[src/rtl/arb_pkg.sv]
// rtl/arb_pkg.sv - shared types and sizes for the round-robin mux arbiter
package arb_pkg;
  localparam int N_REQ = 4;
  localparam int SEL_W = 2;

  typedef logic [SEL_W-1:0] req_idx_t;

  typedef enum logic {
    UNLOCKED = 1'b0,
    LOCKED   = 1'b1
  } lock_state_e;
endpackage

[src/rtl/mux_4_1.sv]
// rtl/mux_4_1.sv - plain 4:1 data selector
module mux_4_1 #(
  parameter int WIDTH = 4
) (
  input  logic [WIDTH-1:0] d0,
  input  logic [WIDTH-1:0] d1,
  input  logic [WIDTH-1:0] d2,
  input  logic [WIDTH-1:0] d3,
  input  logic [1:0]       sel,
  output logic [WIDTH-1:0] y
);
  always_comb begin
    case (sel)
      2'd0:    y = d0;
      2'd1:    y = d1;
      2'd2:    y = d2;
      default: y = d3;
    endcase
  end
endmodule

[src/rtl/rr_pick4.sv]
// rtl/rr_pick4.sv - picks the first set request bit at or after ptr (mod 4)
module rr_pick4
  import arb_pkg::*;
(
  input  logic [3:0] req,
  input  req_idx_t   ptr,
  output req_idx_t   gnt,
  output logic       any
);
  req_idx_t idx;

  // Scan from farthest to nearest so the nearest set bit is written last.
  always_comb begin
    gnt = ptr;
    idx = ptr;
    any = |req;
    for (int j = 3; j >= 0; j--) begin
      idx = ptr + req_idx_t'(j);
      if (req[idx]) gnt = idx;
    end
  end
endmodule

[src/rtl/rr_mux_arbiter_4.sv]
// rtl/rr_mux_arbiter_4.sv - round-robin burst arbiter sharing one registered 4:1 mux
module rr_mux_arbiter_4
  import arb_pkg::*;
#(
  parameter int WIDTH = 4,
  parameter int BURST = 4
) (
  input  logic               clk,
  input  logic               rst_n,
  input  logic [3:0]         in_valid,
  input  logic [4*WIDTH-1:0] in_data,
  output logic [3:0]         in_ready,
  output logic               out_valid,
  output logic [WIDTH-1:0]   out_data,
  output logic [1:0]         out_src,
  input  logic               out_ready
);
  localparam logic [3:0] BURST_M1 = 4'(BURST - 1);

  lock_state_e      state, state_n;
  req_idx_t         ptr, ptr_n;
  req_idx_t         owner, owner_n;
  logic [3:0]       cnt, cnt_n;

  req_idx_t         pick_gnt;
  req_idx_t         gnt;
  logic             any_req;
  logic             owner_valid;
  logic             load;
  logic             accept;
  logic [WIDTH-1:0] sel_data;

  rr_pick4 u_pick (
    .req (in_valid),
    .ptr (ptr),
    .gnt (pick_gnt),
    .any (any_req)
  );

  assign owner_valid = in_valid[owner];
  assign gnt         = (state == LOCKED && owner_valid) ? owner : pick_gnt;
  assign load        = !out_valid || out_ready;
  assign accept      = load && any_req && rst_n;
  assign in_ready    = accept ? (4'b0001 << gnt) : 4'b0000;

  mux_4_1 #(.WIDTH(WIDTH)) u_mux (
    .d0  (in_data[0*WIDTH +: WIDTH]),
    .d1  (in_data[1*WIDTH +: WIDTH]),
    .d2  (in_data[2*WIDTH +: WIDTH]),
    .d3  (in_data[3*WIDTH +: WIDTH]),
    .sel (gnt),
    .y   (sel_data)
  );

  always_ff @(posedge clk or negedge rst_n) begin
    if (!rst_n) begin
      state <= UNLOCKED;
      ptr   <= '0;
      owner <= '0;
      cnt   <= '0;
    end else begin
      state <= state_n;
      ptr   <= ptr_n;
      owner <= owner_n;
      cnt   <= cnt_n;
    end
  end

  always_comb begin
    state_n = state;
    ptr_n   = ptr;
    owner_n = owner;
    cnt_n   = cnt;
    case (state)
      UNLOCKED: begin
        if (accept) begin
          if (BURST > 1) begin
            state_n = LOCKED;
            owner_n = gnt;
            cnt_n   = BURST_M1;
          end else begin
            ptr_n = gnt + req_idx_t'(1);
          end
        end
      end
      LOCKED: begin
        // Backpressure (load=0) freezes the lock entirely.
        if (load) begin
          if (owner_valid) begin
            cnt_n = cnt - 4'd1;
            if (cnt == 4'd1) begin
              state_n = UNLOCKED;
              ptr_n   = owner + req_idx_t'(1);
            end
          end else begin
            ptr_n   = owner + req_idx_t'(1);
            state_n = UNLOCKED;
            if (accept && BURST > 1) begin
              state_n = LOCKED;
              owner_n = gnt;
              cnt_n   = BURST_M1;
            end
          end
        end
      end
      default: state_n = UNLOCKED;
    endcase
  end

  always_ff @(posedge clk or negedge rst_n) begin
    if (!rst_n) begin
      out_valid <= 1'b0;
      out_data  <= '0;
      out_src   <= '0;
    end else if (load) begin
      if (accept) begin
        out_valid <= 1'b1;
        out_data  <= sel_data;
        out_src   <= gnt;
      end else begin
        out_valid <= 1'b0;
      end
    end
  end
endmodule
[config.mk]
export PLATFORM = sky130hd
export DESIGN_NAME = rr_mux_arbiter_4
export DESIGN_NICKNAME = d
export VERILOG_FILES = /design/src/rtl/arb_pkg.sv /design/src/rtl/mux_4_1.sv /design/src/rtl/rr_pick4.sv /design/src/rtl/rr_mux_arbiter_4.sv
export SDC_FILE = /design/constraint.sdc
export NUM_CORES = 1
export LEC_CHECK = 0
export ABC_AREA = 0
export CAP_MARGIN = 15
export CORE_UTILIZATION = 40
export CTS_CLUSTER_SIZE = 10
export DETAILED_ROUTE_END_ITERATION = 12
export PLACE_DENSITY = 0.69
export SYNTH_ARGS = -nofsm -noshare
export SYNTH_HDL_FRONTEND = slang
export SYNTH_SLANG_ARGS = --single-unit
[constraint.sdc]
create_clock -name clk -period 2.9 [get_ports clk]
set_clock_uncertainty 0.15 [all_clocks]
set_input_delay 0.435 -clock clk [delete_from_list [all_inputs] [get_ports clk]]
set_output_delay 0.435 -clock clk [all_outputs]
set_load 0.005 [all_outputs]
==> metrics, run 1 <==
layout cells sized above 1=0.227; area delta synth->final=49.9%; DRC viols=0; Max-slew headroom=0.743; area of the die=2850 µm²; most frequent cells in the layout=clkdlybuf4s50_1, buf_4, dfrtp_1, nand2_1, nor2_1; DRT Pass-1 Iters=4; grt ovf=0; Clock Latency Late Sink=0.29 ns; Seq/Total Area, Yosys=0.379; Sequential Power Share=0.302; Seq cells post-synth=16; CTS Buf Count=3; Crit path required time=2.32 ns; Vias=1015; Cell variety after synth=30; min-delay worst type=reg2reg; clock buffer depth=2; DP Wirelength=2150 µm; final setup TNS=0 ns; period utilisation layout=0.981; Synth Cell Area=1060 µm²; Net Switching=537 µW; Final Total Pwr=1410 µW; Critical R2R Launch=owner[0]; status=finished, final reports clean; Least-Margin Pin Slew=0.385 ns; syn_area_per_cell=9.70 µm²; unrepaired setup endpoints after global routing=no; Mapped Cells=109; Hold Buf Count CTS=0; initial drt markers=15; CTS root buf=clkbuf_4; startpoint types=primary input; clock-pin slew on the worst setup and hold paths=0.09 ns; synth warn=0; row cnt=18; hold path depth=2; Worst EP arrival=2.26 ns; syn nets=134; ANT cells=0; H-Tree Depth=1; minimum clock period=2.84 ns; Tot GR Track Use=0.207; initial antenna violation count=0; Reg2Reg Depth=9; Clock power frac=0.106; maximum clock frequency=0.352 GHz; Slew Limit Fails=0; core footprint=2480 µm²; CTS tree=done; largest net degree at the start of global routing=17; max-cap violations=0; Post-Route WL=2710 µm; Comb power frac=0.592; Initial Utilization=0.427; io pins=34; RR Endpoint=out_src[0]; Wirelength per Cell=14.1 µm; Filler cells=216; Die W=53.4 µm; Worst Setup SP=in_valid[2]; die span in y=53.4 µm; vias per std cell=5.26; Multi-input gate area=644 µm²; switching portion of total power=0.381; Power Density=889 nW/µm²; internal power=872 µW; Antenna Nets Post-Route=0; final setup vio count=0; routability congestion estimate=0.765; sequential cell area=400 µm²; most common cell after layout, fill and taps aside=clkdlybuf4s50_1; Min-Delay Startpoint=out_data[0]; hold path endpoint=out_data[0]; r2r setup slk=0.69 ns; VDD IR max=0.683 mV; IO buf count=33; clock net sink count=16; number of failing hold endpoints at the final stage=0; Crit Path Class=in2out; first-pass GRT wire length=4210 µm; vias in the first global route=961; worst hold margin=0.353 ns; Layout Nets=189; Setup crit end kind=output port; Pleak=0.000715 µW; Max FO, Critical Path=2
==> power groups by stage <==
stage                     Combinational (µW)  Clock [µW]  Sequential [µW]
after floorplan                          492           0              408
after global placement                   776           0              421
after detailed placement                 788           0              428
after CTS                                815         155              425
after global routing                     903         163              440
final                                    834         149              426
==> stage by stage <==
stage          setup slack [ns]  utilization  std cells  instance area, µm²
2_1_floorplan             0.679            -        109                1060
3_3_place_gp             -0.148        0.616        186                1530
3_5_place_dp             -0.185        0.616        186                1530
4_1_cts               -0.000467        0.638        192                1580
5_1_grt                  0.0140        0.640        193                1590
6_report                 0.0557        0.640        193                1590
==> routing by layer <==
metal	global-route usage	part of all wire	wire length, µm	vias to the layer above
li1	-	-	-	502
met1	0.272	0.46	1260	477
met2	0.352	0.49	1340	28
met3	0.0259	0.031	83	8
met4	0.0526	0.0096	26	0
met5	0	0	0	-
==> layout make-up <==
type / count / share of cell area
Clock buffer: 4 / 0.0229
Inverter: 4 / 0.00947
Multi-Input combinational cell: 88 / 0.406
Sequential cell: 16 / 0.253
Tap cell: 30 / 0.0237
Timing Repair Buffer: 51 / 0.285
==> logic make-up (layout without fill, tap and decap cells) <==
kind of cell / after synthesis / after routing / synth area share
AO/OA/AOI/OAI: 29 / 29 / 0.199
XOR/XNOR: 1 / 1 / 0.00829
adder cells (fa/ha/maj): 2 / 2 / 0.0237
buffers and inverters: 5 / 59 / 0.0248
flip-flops: 16 / 16 / 0.379
multiplexers: 16 / 16 / 0.187
AND/OR/NAND/NOR: 40 / 40 / 0.179
==> critical path, stage by stage <==
cell and delay (ns):
clkdlybuf4s50_1 0.42, mux2_4 0.28, and3_4 0.20, a31oi_4 0.17, mux2i_2 0.27, nand2b_4 0.17, nor2_1 0.04, dlygate4sd2_1 0.28
==> sequential cells by signal, indices dropped and copies added, names as in the netlist <==
| signal | count |
|---|---|
| cnt | 4 |
| out_data | 4 |
| out_src | 2 |
| out_valid | 1 |
| owner | 2 |
| ptr | 2 |
| state | 1 |
==> cell usage after synthesis <==
cell type / instances / share of area
a31oi_4: 1 / 0.020
a21o_1: 1 / 0.0071
a211o_1: 1 / 0.0083
and3_4: 1 / 0.011
mux2i_4: 2 / 0.043
nor3_1: 2 / 0.0095
dfrtp_1: 16 / 0.38
and3b_1: 1 / 0.0083
xnor2_1: 1 / 0.0083
mux2i_1: 10 / 0.095
o211a_2: 1 / 0.0095
nor2b_1: 4 / 0.024
mux2_2: 2 / 0.021
nand2b_1: 3 / 0.018
and2_1: 1 / 0.0059
ha_1: 2 / 0.024
inv_1: 4 / 0.014
o21ai_0: 11 / 0.052
o41ai_2: 1 / 0.015
o221ai_1: 4 / 0.033
o41ai_1: 1 / 0.0083
nand3_1: 1 / 0.0047
a22oi_1: 1 / 0.0071
a21oi_1: 5 / 0.024
mux2_4: 2 / 0.028
nor2_1: 11 / 0.039
o21a_1: 2 / 0.014
nand2_1: 15 / 0.053
or3_1: 1 / 0.0059
buf_6: 1 / 0.011
==> what timing repair did <==
action	in CTS	in global routing
gates resized for setup	9	6
buffers inserted	2	1
setup endpoints to repair	4	2
pin swaps	0	2
==> how the worst max path moves through the flow <==
stage                   to  slack, ns  cells after the start
5_1_grt        in_ready[0]       0.01                      9
3_5_place_dp   in_ready[2]      -0.19                      8
6_report       in_ready[3]       0.06                      8
2_1_floorplan  in_ready[0]       0.68                      7
3_3_place_gp   in_ready[0]      -0.15                      8
4_1_cts        in_ready[2]    -0.0005                      9
(Power assumes the default switching activity.)
==> inputs of run 2 (changes only) <==
SKIP_CTS_REPAIR_TIMING = 1   (was not set)
TNS_END_PERCENT = 50   (was not set)
==> run 2 against run 1 <==
Compared with the run above:
- the run now ends with negative setup slack left
- wire length shrank 1.1%
- register-to-register slack gained 0.08 ns
- non-clock buffer count shrank 2
- global-route usage shrank 0.18 points
- critical path depth is the same
- cell count shrank 1.0%
- clock-buffer cell count is the same
- via count shrank 3.6%
- first-iteration DRC count shrank 13%
- utilization shrank 0.30 points
- flip-flop and latch count is the same
- combinational power shrank 4.8%
- critical endpoint unchanged
==> metrics, run 2 (synthesis gave the netlist of run 1 again) <==
Worst Setup SP=in_valid[3]; layout cells sized above 1=0.186; Top Registers=cnt (4), out_data (4); DP Wirelength=2150 µm; clock-pin slew on the worst setup and hold paths=0.09 ns; Layout Nets=187; minimum clock period=3.04 ns; period utilisation layout=1.05; Setup crit end kind=output port; most frequent cells in the layout=clkdlybuf4s50_1, dfrtp_1, buf_4, nand2_1, nor2_1; startpoint types=primary input; Worst EP arrival=2.45 ns; die span in y=53.4 µm; Slew Limit Fails=0; met3 WL post-DR=58 µm; most used cell, CP=clkdlybuf4s50_1; initial antenna violation count=0; CTS Buf Count=3; VDD IR max=0.686 mV; core footprint=2480 µm²; IO buf count=33; DRT Pass-1 Iters=4; clock buffer depth=2; row cnt=18; H-Tree Depth=1; Max FO, Critical Path=3; grt ovf=0; Clock Latency Late Sink=0.28 ns; Crit path required time=2.32 ns; first-pass GRT wire length=4170 µm; DR top layer=met3; Crit Path Class=in2out; min-delay worst type=reg2reg; hold path endpoint=out_data[0]; Max-slew headroom=0.747; final setup TNS=-0.138 ns; vias per std cell=5.12; failing checks=negative setup slack; vias in the first global route=946; Post-Route WL=2680 µm; final setup vio count=1; fin cells=191; most common cell after layout, fill and taps aside=clkdlybuf4s50_1; Power Density=867 nW/µm²; max-cap violations=0; status=finished with violations; unrepaired setup endpoints after global routing=yes; ANT cells=0; Antenna Nets Post-Route=0; Vias=978; Min-Delay Startpoint=out_data[0]; clock net sink count=16; largest net degree at the start of global routing=17; Least-Margin Pin Slew=0.376 ns; CTS root buf=clkbuf_4; Critical R2R Launch=owner[0]; r2r setup slk=0.77 ns; DRC viols=0; area of the die=2850 µm²; maximum clock frequency=0.329 GHz; Initial Utilization=0.427; Placement Setup Slack=-0.185 ns; area delta synth->final=49.2%; number of failing hold endpoints at the final stage=0; Pleak=0.000743 µW; DRT met1 WL=1270 µm; setup slack after layout=-0.138 ns; max incr delay on CP=0.46 ns; Die W=53.4 µm; Tot GR Track Use=0.205; Reg2Reg Depth=6; CP Cell Sequence=clkdlybuf4s50_1 > mux2_4 > and3_4 > a31oi_4 > mux2i_1 > nand2b_1 > nor2_1 > clkdlybuf4s50_1; Wirelength per Cell=14.0 µm; Max stage delay cell, worst path=clkdlybuf4s50_1; initial drt markers=13; CTS tree=done; hold path depth=2; Inst Count DP=186; io pins=34; routability congestion estimate=0.765; routed wl met2=1350 µm; RR Endpoint=out_data[1]
-- run 2: changes by cell type in the layout (fill, tap and decap cells not counted), sizes merged --
| cell | previous run | this run |
|---|---|---|
| dlymetal6s2s | 0 | 3 |
| buf | 20 | 16 |
| dlygate4sd2 | 3 | 0 |
| clkdlybuf4s50 | 28 | 30 |
-- run 2: area by class of cell --
type | instances | area, µm²
inverters | 4 | 15.0
flip-flops and latches | 16 | 400
repair buffers | 49 | 458
well taps | 30 | 37.5
fillers | 214 | 900
multi-input cells | 88 | 631
clock buffers | 4 | 36.3
-- run 2: worst max-delay path by stage --
stage,end,slack (ns),cells after the start
2_1_floorplan,in_ready[0],0.68,7
3_3_place_gp,in_ready[0],-0.15,8
3_5_place_dp,in_ready[2],-0.19,8
4_1_cts,in_ready[2],-0.21,8
5_1_grt,in_ready[3],-0.20,8
6_report,in_ready[3],-0.14,8
-- run 2: where the power goes --
part	switching, µW	internal [µW]	total [µW]	leakage (µW)
Sequential	98.7	327	426	0.000190
Clock	71.6	76.4	148	0.0000210
Combinational	353	441	794	0.000532
Total	524	844	1370	0.000743
-- run 2: worst max-delay path: cells and delay by family --
| kind | cells | cell delay (ns) |
|---|---|---|
| buf+inv | 2 | 0.91 |
| simple gates | 3 | 0.39 |
| mux | 2 | 0.54 |
| compound gates | 1 | 0.16 |
-- run 2: metal layers --
metal  up-vias  global-route usage
met4         0              0.0526
met2        14               0.346
met5         -                   0
li1        500                   -
met1       464               0.272
met3         0              0.0259
-- run 2: stage by stage --
stage / cell area [µm²] / power (µW) / hold slack [ns] / utilization
after global placement: 1530 / 1200 / 0.316 / 0.616
final: 1580 / 1370 / 0.353 / 0.637
after global routing: 1580 / 1470 / 0.357 / 0.637
after detailed placement: 1530 / 1220 / 0.320 / 0.616
after floorplan: 1060 / 899 / -0.0106 / -
after CTS: 1560 / 1370 / 0.352 / 0.631
==> inputs of run 3 (changes only) <==
CTS_CLUSTER_SIZE = 25   (was 10)
SKIP_CTS_REPAIR_TIMING = not set   (was 1)
==> run 3 against run 2 <==
Compared with the run above:
- the flow now finishes without violations
- global-route usage up 0.060 points
- maximum frequency up 6.3%
- final area up 0.56%
- sequential share of layout area down 0.14 points
- critical endpoint is now in_ready[0]
- non-clock buffer count unchanged
- wire length up 0.78%
- clock-buffer cell count unchanged
- worst hold slack about the same
- sequential power about the same
- largest power group unchanged
- critical path depth unchanged
- utilization up 0.35 points
- combinational power up 2%
==> metrics, run 3 (synthesis gave the netlist of run 1 again) <==
Vias=974; area of the die=2850 µm²; clock-pin slew on the worst setup and hold paths=0.09 ns; Pleak=0.000730 µW; Max stage delay cell, worst path=clkdlybuf4s50_1; DRC viols=0; IO buf count=33; Slew Limit Fails=0; die span in y=53.4 µm; status=finished, final reports clean; DRT Pass-1 Iters=4; critical path endpoint=in_ready[0]; Reg2Reg Depth=8; Top Registers=cnt (4), out_data (4); Inst Count DP=186; routability congestion estimate=0.765; RR Endpoint=out_src[0]; clock buffer depth=2; CP Cell Sequence=clkdlybuf4s50_1 > mux2_4 > and3_4 > a31oi_4 > mux2i_2 > nand2_1 > nor2_1 > clkdlybuf4s15_1; Layout Nets=187; initial antenna violation count=0; Tot GR Track Use=0.206; unrepaired setup endpoints after global routing=yes; Die W=53.4 µm; fin cells=191; first-pass GRT wire length=4180 µm; Wirelength per Cell=14.1 µm; core footprint=2480 µm²; Initial Utilization=0.427; Clock Latency Late Sink=0.29 ns; global routing usage on met3=0.0259; Max-slew headroom=0.747; met1 usage=0.274; area delta synth->final=50.1%; max-cap violations=0; Power Density=874 nW/µm²; GRT met2 Usage=0.346; Crit Path Class=in2out; maximum clock frequency=0.350 GHz; final setup vio count=0; VDD IR max=0.679 mV; io pins=34; Layout Utilization=0.640; Max FO, Critical Path=3; CTS tree=done; minimum clock period=2.86 ns; GR peak layer=met2; vias per std cell=5.10; Worst Path Buf+Inv=2; Levels on crit path=8; vias in the first global route=946; Final Total Pwr=1390 µW; startpoint types=primary input; Antenna Nets Post-Route=0; period utilisation layout=0.986; layout cells sized above 1=0.199; largest net degree at the start of global routing=17; CTS Buf Count=3; Worst Setup SP=in_valid[3]; grt ovf=0; min-delay worst type=reg2reg; initial drt markers=17; most frequent cells in the layout=clkdlybuf4s50_1, dfrtp_1, buf_4, nand2_1, nor2_1; DP Wirelength=2150 µm; Worst EP arrival=2.27 ns; setup slack after layout=0.0405 ns; Hold Buf Count CTS=0; ANT cells=0; max incr delay on CP=0.45 ns; Crit path required time=2.32 ns; CP delay by family, top=buffers and inverters; Placement Setup Slack=-0.185 ns; Critical R2R Launch=owner[0]; H-Tree Depth=1; CTS root buf=clkbuf_4; Post-Route WL=2700 µm; most common cell after layout, fill and taps aside=clkdlybuf4s50_1; number of failing hold endpoints at the final stage=0; clock net sink count=16; Least-Margin Pin Slew=0.378 ns; r2r setup slk=0.78 ns; row cnt=18; Setup crit end kind=output port; final setup TNS=0 ns
==> run 3: layout make-up <==
cell class,instances,area (µm²)
flip-flops and latches,16,400
well taps,30,37.5
fillers,216,891
clock buffers,4,36.3
repair buffers,49,455
multi-input cells,88,642
inverters,4,15.0
==> run 3: worst min-delay path, stage by stage (launching register included) <==
cell and delay, ns:
dfrtp_1 0.36, nand2_1 0.05, o221ai_1 0.06
==> run 3: how the worst min path moves through the flow <==
stage | slack (ns) | start | to | cells past startpoint
2_1_floorplan | -0.01 | rst_n | cnt[0] | 0
3_3_place_gp | 0.32 | out_src[1] | out_src[1] | 2
3_5_place_dp | 0.32 | out_src[1] | out_src[1] | 2
4_1_cts | 0.35 | out_src[1] | out_src[1] | 2
5_1_grt | 0.36 | out_src[1] | out_src[1] | 2
6_report | 0.35 | out_data[0] | out_data[0] | 2
==> run 3: power by group <==
group / switching, µW / internal [µW]
Combinational: 358 / 452
Sequential: 101 / 327
Clock: 72.3 / 76.5
Total: 531 / 856
==> run 3: per-layer routing <==
| layer | share of wire | up-vias |
|---|---|---|
| met1 | 0.48 | 457 |
| met5 | 0 | - |
| met4 | 0.013 | 0 |
| li1 | - | 497 |
| met3 | 0.023 | 4 |
| met2 | 0.49 | 16 |
==> run 3: repair_timing <==
| item | in CTS | in global routing |
|---|---|---|
| setup endpoints to repair | 4 | 4 |
| gates resized for setup | 3 | 6 |
| gates cloned | 0 | 0 |
| pin swaps | 0 | 0 |
| buffers inserted | 1 | 0 |
==> run 3: through the flow <==
step / instance area, µm² / hold WS [ns]
after floorplan: 1060 / -0.0106
after global placement: 1530 / 0.316
after detailed placement: 1530 / 0.320
after CTS: 1570 / 0.352
after global routing: 1590 / 0.357
final: 1590 / 0.353
